==> config.mk <==
export PLATFORM = sky130hd
export DESIGN_NAME = prpg_sig_analyzer
export DESIGN_NICKNAME = d
export VERILOG_FILES = /design/src/rtl/prpg_sig_analyzer.sv
export SDC_FILE = /design/constraint.sdc
export NUM_CORES = 1
export LEC_CHECK = 0
export CAP_MARGIN = 20
export CORE_ASPECT_RATIO = 0.75
export CORE_MARGIN = 1
export CORE_UTILIZATION = 25
export DETAILED_ROUTE_END_ITERATION = 10
export GPL_ROUTABILITY_DRIVEN = 0
export PLACE_DENSITY_LB_ADDON = 0.12
export SETUP_SLACK_MARGIN = 0.05
export SLEW_MARGIN = 0
export SYNTH_ARGS = -nofsm -noshare
export SYNTH_HDL_FRONTEND = slang
export SYNTH_SLANG_ARGS = --single-unit
==> constraint.sdc <==
create_clock -name clk -period 6.1 [get_ports clk]
set_input_delay 0.915 -clock clk [delete_from_list [all_inputs] [get_ports clk]]
set_output_delay 0.915 -clock clk [all_outputs]
set_load 0.05 [all_outputs]
==> src/rtl/prpg_sig_analyzer.sv <==
// prpg_sig_analyzer: MISR compactor for the LFSR pattern stream with
// Hamming-distance statistics and a golden-signature pass/fail check.
// Ports:
//   clk, rst_n           clock, async active-low reset
//   cfg_tap, num_pats,   run config, latched on start
//   golden, start
//   pat_valid, pat_data  pattern input, accepted while pat_ready
//   pat_ready            high exactly in RUN
//   busy, done, pass     run status; pass valid while done
//   signature, pat_cnt   current MISR value and accepted-pattern count
//   hd_last, hd_sum,     Hamming-distance stats between consecutive
//   hd_max               accepted patterns
module prpg_sig_analyzer #(
    parameter int W     = 8,
    parameter int CNT_W = 8
) (
    input  logic             clk,
    input  logic             rst_n,
    input  logic [W-2:0]     cfg_tap,
    input  logic             start,
    input  logic [CNT_W-1:0] num_pats,
    input  logic [0:W-1]     golden,
    input  logic             pat_valid,
    input  logic [0:W-1]     pat_data,
    output logic             pat_ready,
    output logic             busy,
    output logic             done,
    output logic             pass,
    output logic [0:W-1]     signature,
    output logic [CNT_W-1:0] pat_cnt,
    output logic [3:0]       hd_last,
    output logic [11:0]      hd_sum,
    output logic [3:0]       hd_max
);

    typedef enum logic [1:0] {
        IDLE,
        RUN,
        DONE
    } state_t;

    state_t           state;
    state_t           state_nxt;
    logic [W-2:0]     tap_q;
    logic [CNT_W-1:0] num_q;
    logic [0:W-1]     gold_q;
    logic [0:W-1]     prev_q;
    logic [0:W-1]     sig_nxt;
    logic [0:W-1]     diff;
    logic [3:0]       h;
    logic             accept;
    logic             take_start;
    logic             last;

    assign accept     = (state == RUN) && pat_valid;
    assign take_start = (state != RUN) && start;
    assign last       = accept && ((pat_cnt + CNT_W'(1)) == num_q);

    assign pat_ready = (state == RUN);
    assign busy      = (state == RUN);
    assign done      = (state == DONE);

    always_comb begin
        sig_nxt    = '0;
        sig_nxt[0] = signature[W-1] ^ pat_data[0];
        for (int i = 1; i < W; i++) begin
            sig_nxt[i] = (tap_q[W-1-i] ? (signature[W-1] ^ signature[i-1])
                                       : signature[i-1]) ^ pat_data[i];
        end
    end

    always_comb begin
        diff = pat_data ^ prev_q;
        h    = '0;
        for (int i = 0; i < W; i++) begin
            h = h + {3'b000, diff[i]};
        end
    end

    always_ff @(posedge clk or negedge rst_n) begin
        if (!rst_n) begin
            state <= IDLE;
        end else begin
            state <= state_nxt;
        end
    end

    always_comb begin
        state_nxt = state;
        unique case (state)
            IDLE, DONE: begin
                if (start) begin
                    state_nxt = (num_pats == '0) ? DONE : RUN;
                end
            end
            RUN: begin
                if (last) begin
                    state_nxt = DONE;
                end
            end
            default: state_nxt = IDLE;
        endcase
    end

    always_ff @(posedge clk or negedge rst_n) begin
        if (!rst_n) begin
            tap_q     <= '0;
            num_q     <= '0;
            gold_q    <= '0;
            prev_q    <= '0;
            signature <= '0;
            pat_cnt   <= '0;
            hd_last   <= '0;
            hd_sum    <= '0;
            hd_max    <= '0;
            pass      <= 1'b0;
        end else if (take_start) begin
            tap_q     <= cfg_tap;
            num_q     <= num_pats;
            gold_q    <= golden;
            prev_q    <= '0;
            signature <= '0;
            pat_cnt   <= '0;
            hd_last   <= '0;
            hd_sum    <= '0;
            hd_max    <= '0;
            // An empty run compares the cleared signature immediately.
            pass      <= (num_pats == '0) && (golden == '0);
        end else if (accept) begin
            signature <= sig_nxt;
            pat_cnt   <= pat_cnt + CNT_W'(1);
            hd_last   <= h;
            hd_sum    <= hd_sum + {8'b0, h};
            if (h > hd_max) begin
                hd_max <= h;
            end
            prev_q    <= pat_data;
            if (last) begin
                pass <= (sig_nxt == gold_q);
            end
        end
    end

endmodule

==> reports/metrics.csv, run 1 <==
metric;value;unit
Mapped Cells;406;
setup bufs post-CTS;0;
chip width;144;um
routed len/inst;15.6;um
Area Overhead vs Synth;32.5;%
mapped cell area;3790;um^2
Die ar.;15700;um^2
worst-case clock buffer depth;2;
Fmax;183;MHz
NumNets Final;533;
commonest non-fill, non-tap cell in the layout;nand2_1;
min-delay worst type;flip-flop to flip-flop;
ys async rst share;100;%
ANT nets after route;0;
flop and latch count out of synthesis;70;
initial antenna violation count;0;
H-tree Lvls;3;
# diodes;0;
first-pass iteration count of the detailed router;4;
syn_area_per_cell;9.33;um^2
Post-CTS Resized;0;
grt ovf;0;
CP peak stage delay;0.55;ns
Peak VDD IR;0.219;mV
cts hold-fix bufs;0;
Total Routed Length;10.7;mm
dpl hpwl;7.64;mm
Lkg Pwr;0.00217;uW
core region area;14600;um^2
dpl ws;0.351;ns
CP Class;input port to flip-flop;
Yosys cell types;46;
worst setup path startpoint;pat_data[7];
post-route cell area;5020;um^2
1st-iter DRT viols;139;
status;complete, no violations;
Storage cell area;1750;um^2
Post-DP Area;4750;um^2
Worst-Margin Slew;0.949;ns
Fin. Hold Viols;0;
endpoint type of the worst setup path;flip-flop;
Initial Util;25.9;%
number of synthesized flops with an enable pin;0;
Syn. warnings;0;
Top FF cell, synth;dfrtp_1;
most frequent cells in the layout;nand2_1, clkdlybuf4s50_1, dfrtp_1, xnor2_1, inv_1;
die height;109;um
# fillers;1545;
fraction of final layout cells with drive strength greater than 1;4.95;%
Final min period;5.45;ns
# rows;38;
worst skew pair latency;0.34;ns
Worst EP required;6.34;ns
startpoint types;input port;
hold path start;tap_q[4];
slew margin rel.;36.7;%
TritonCTS Sinks;70;
Crit Path Max Fanout;8;
number of global-route vias before repair;3076;
All-Layer GR Usage;14.6;%
maxcap violations;0;
syn_nets;458;
Max Slew Vio Count;0;
Num CTS Buffers;9;
CTS tree;built;
total power;3410;uW
Setup Viol. Count Final;0;
crit path DAT;5.69;ns
post-synthesis sequential area ratio;46.2;%
skew final;0.00559;ns
worst-path cell chain;clkdlybuf4s50_1 > xnor2_1 > fa_1 > inv_1 > fa_1 > inv_1 > fa_1 > inv_1 > ha_1 > fa_1 > xor2_1 > ha_1 > o21a_1 > o21a_1 > o21ai_1 > nor2_1 > a211oi_1;
clock slew at reported path FFs;0.05;ns
root buffer cell;clkbuf_16;
Setup TNS Final;0;ns
CP dominant cell by count;fa_1;
worst setup margin;0.650;ns
multi-input logic area;1890;um^2
Tcrit/Tclk final;89.3;%
Vias/cell;4.45;
routed vias;3051;
largest net degree at the start of global routing;71;
# IOs;75;
port bufs;74;
first-pass GRT wire length;16.8;mm
Power Density;678;nW/um^2
Post-route DRC;0;
unrepaired setup endpoints after global routing;no;
CP max stage cell;clkdlybuf4s50_1;
Crit Reg-Reg Startpoint;prev_q[7];
[layout make-up]
| cell class | count | area share, % |
|---|---|---|
| sequential | 70 | 34.9 |
| clock inverter | 1 | 0.0997 |
| clock buffer | 14 | 5.26 |
| multi-input combinational | 298 | 37.6 |
| timing repair buffer | 80 | 15.5 |
| inverter | 22 | 1.64 |
| tap | 200 | 4.98 |
[metal layers]
| layer | up-vias | GRT usage, % | wire length (um) |
|---|---|---|---|
| met5 | - | 0 | 0 |
| met4 | 0 | 3.53 | 86 |
| met3 | 6 | 4.52 | 560 |
| met2 | 81 | 19.9 | 4460 |
| met1 | 1452 | 22.0 | 5610 |
| li1 | 1512 | - | - |
[report_power, final]
group / switching [uW] / total (uW) / internal (uW)
registers: 163 / 812 / 649
logic: 1250 / 2110 / 857
clock network: 191 / 486 / 295
total: 1600 / 3410 / 1800
[kinds of logic after synthesis]
logic type,count (synthesis),share of synthesized area [%]
adders and majority gates,17,6.60
buffers and inverters,38,4.09
muxes,1,0.264
AOI/OAI and AO/OA,70,11.9
xor gates and xnor gates,48,11.8
and+or+nand+nor,162,19.1
DFF,70,46.2
[worst max-delay path, delay by kind of cell]
family                   cells  cell delay (ns)
AND/OR/NAND/NOR              1             0.08
XOR/XNOR                     2             0.51
AO/OA/AOI/OAI                4             0.95
adder cells (fa/ha/maj)      6             2.54
buffers and inverters        4             0.70
[sequential cells by signal (all words and copies together), names as in the netlist]
| register | cells |
|---|---|
| tap_q | 7 |
| gold_q | 8 |
| signature | 8 |
| hd_max | 4 |
| pat_cnt | 8 |
| num_q | 8 |
| hd_last | 4 |
| hd_sum | 12 |
| prev_q | 8 |
| state | 2 |
| pass | 1 |
[synthesized netlist by cell type (all sizes together) (3+ instances only)]
cell,number,share of area [%]
nand4,3,0.50
nand3,10,1.3
xor2,10,2.3
ha,12,4.0
o21a,4,0.79
fa,5,2.6
or3,5,0.83
xnor2,36,8.3
a22o,13,3.0
a21oi,9,1.2
nand2,97,9.6
nor4,5,0.83
buf,5,0.83
or4,5,0.99
nor2b,8,1.3
dfrtp,70,46
inv,22,2.2
nor2,18,1.8
clkbuf,11,1.1
o21ai,30,4.0
[metrics by stage]
stage,instances,utilization [%],hold slack [ns]
after global placement,670,32.5,0.469
after detailed placement,670,32.5,0.466
final,685,34.3,0.476
after floorplan,406,-,0.446
after global routing,685,34.3,0.497
after CTS,685,34.3,0.480
[final timing paths]
| kind | endpoint | slack [ns] | depth (start not counted) |
|---|---|---|---|
| max in group asynchronous | state[1] | 4.68 | 2 |
| worst min-delay path | tap_q[4] | 0.48 | 2 |
| min in group asynchronous | hd_sum[7] | 0.80 | 2 |
| worst min register to register | tap_q[4] | 0.48 | 2 |
| worst max register to register | hd_max[2] | 1.37 | 16 |
| worst max-delay path | hd_max[2] | 0.65 | 17 |
No activity file was read; power rests on OpenSTA's default activity.
==> run 2, diff against run 1 <==
--- a/config.mk
+++ b/config.mk
@@ -9,6 +9,7 @@
 export CORE_ASPECT_RATIO = 0.75
 export CORE_MARGIN = 1
 export CORE_UTILIZATION = 25
+export CTS_CLUSTER_SIZE = 40
 export DETAILED_ROUTE_END_ITERATION = 10
 export GPL_ROUTABILITY_DRIVEN = 0
 export PLACE_DENSITY_LB_ADDON = 0.12
==> results of run 2 <==
The final DEF is identical to that of run 1; final timing and power are the same.
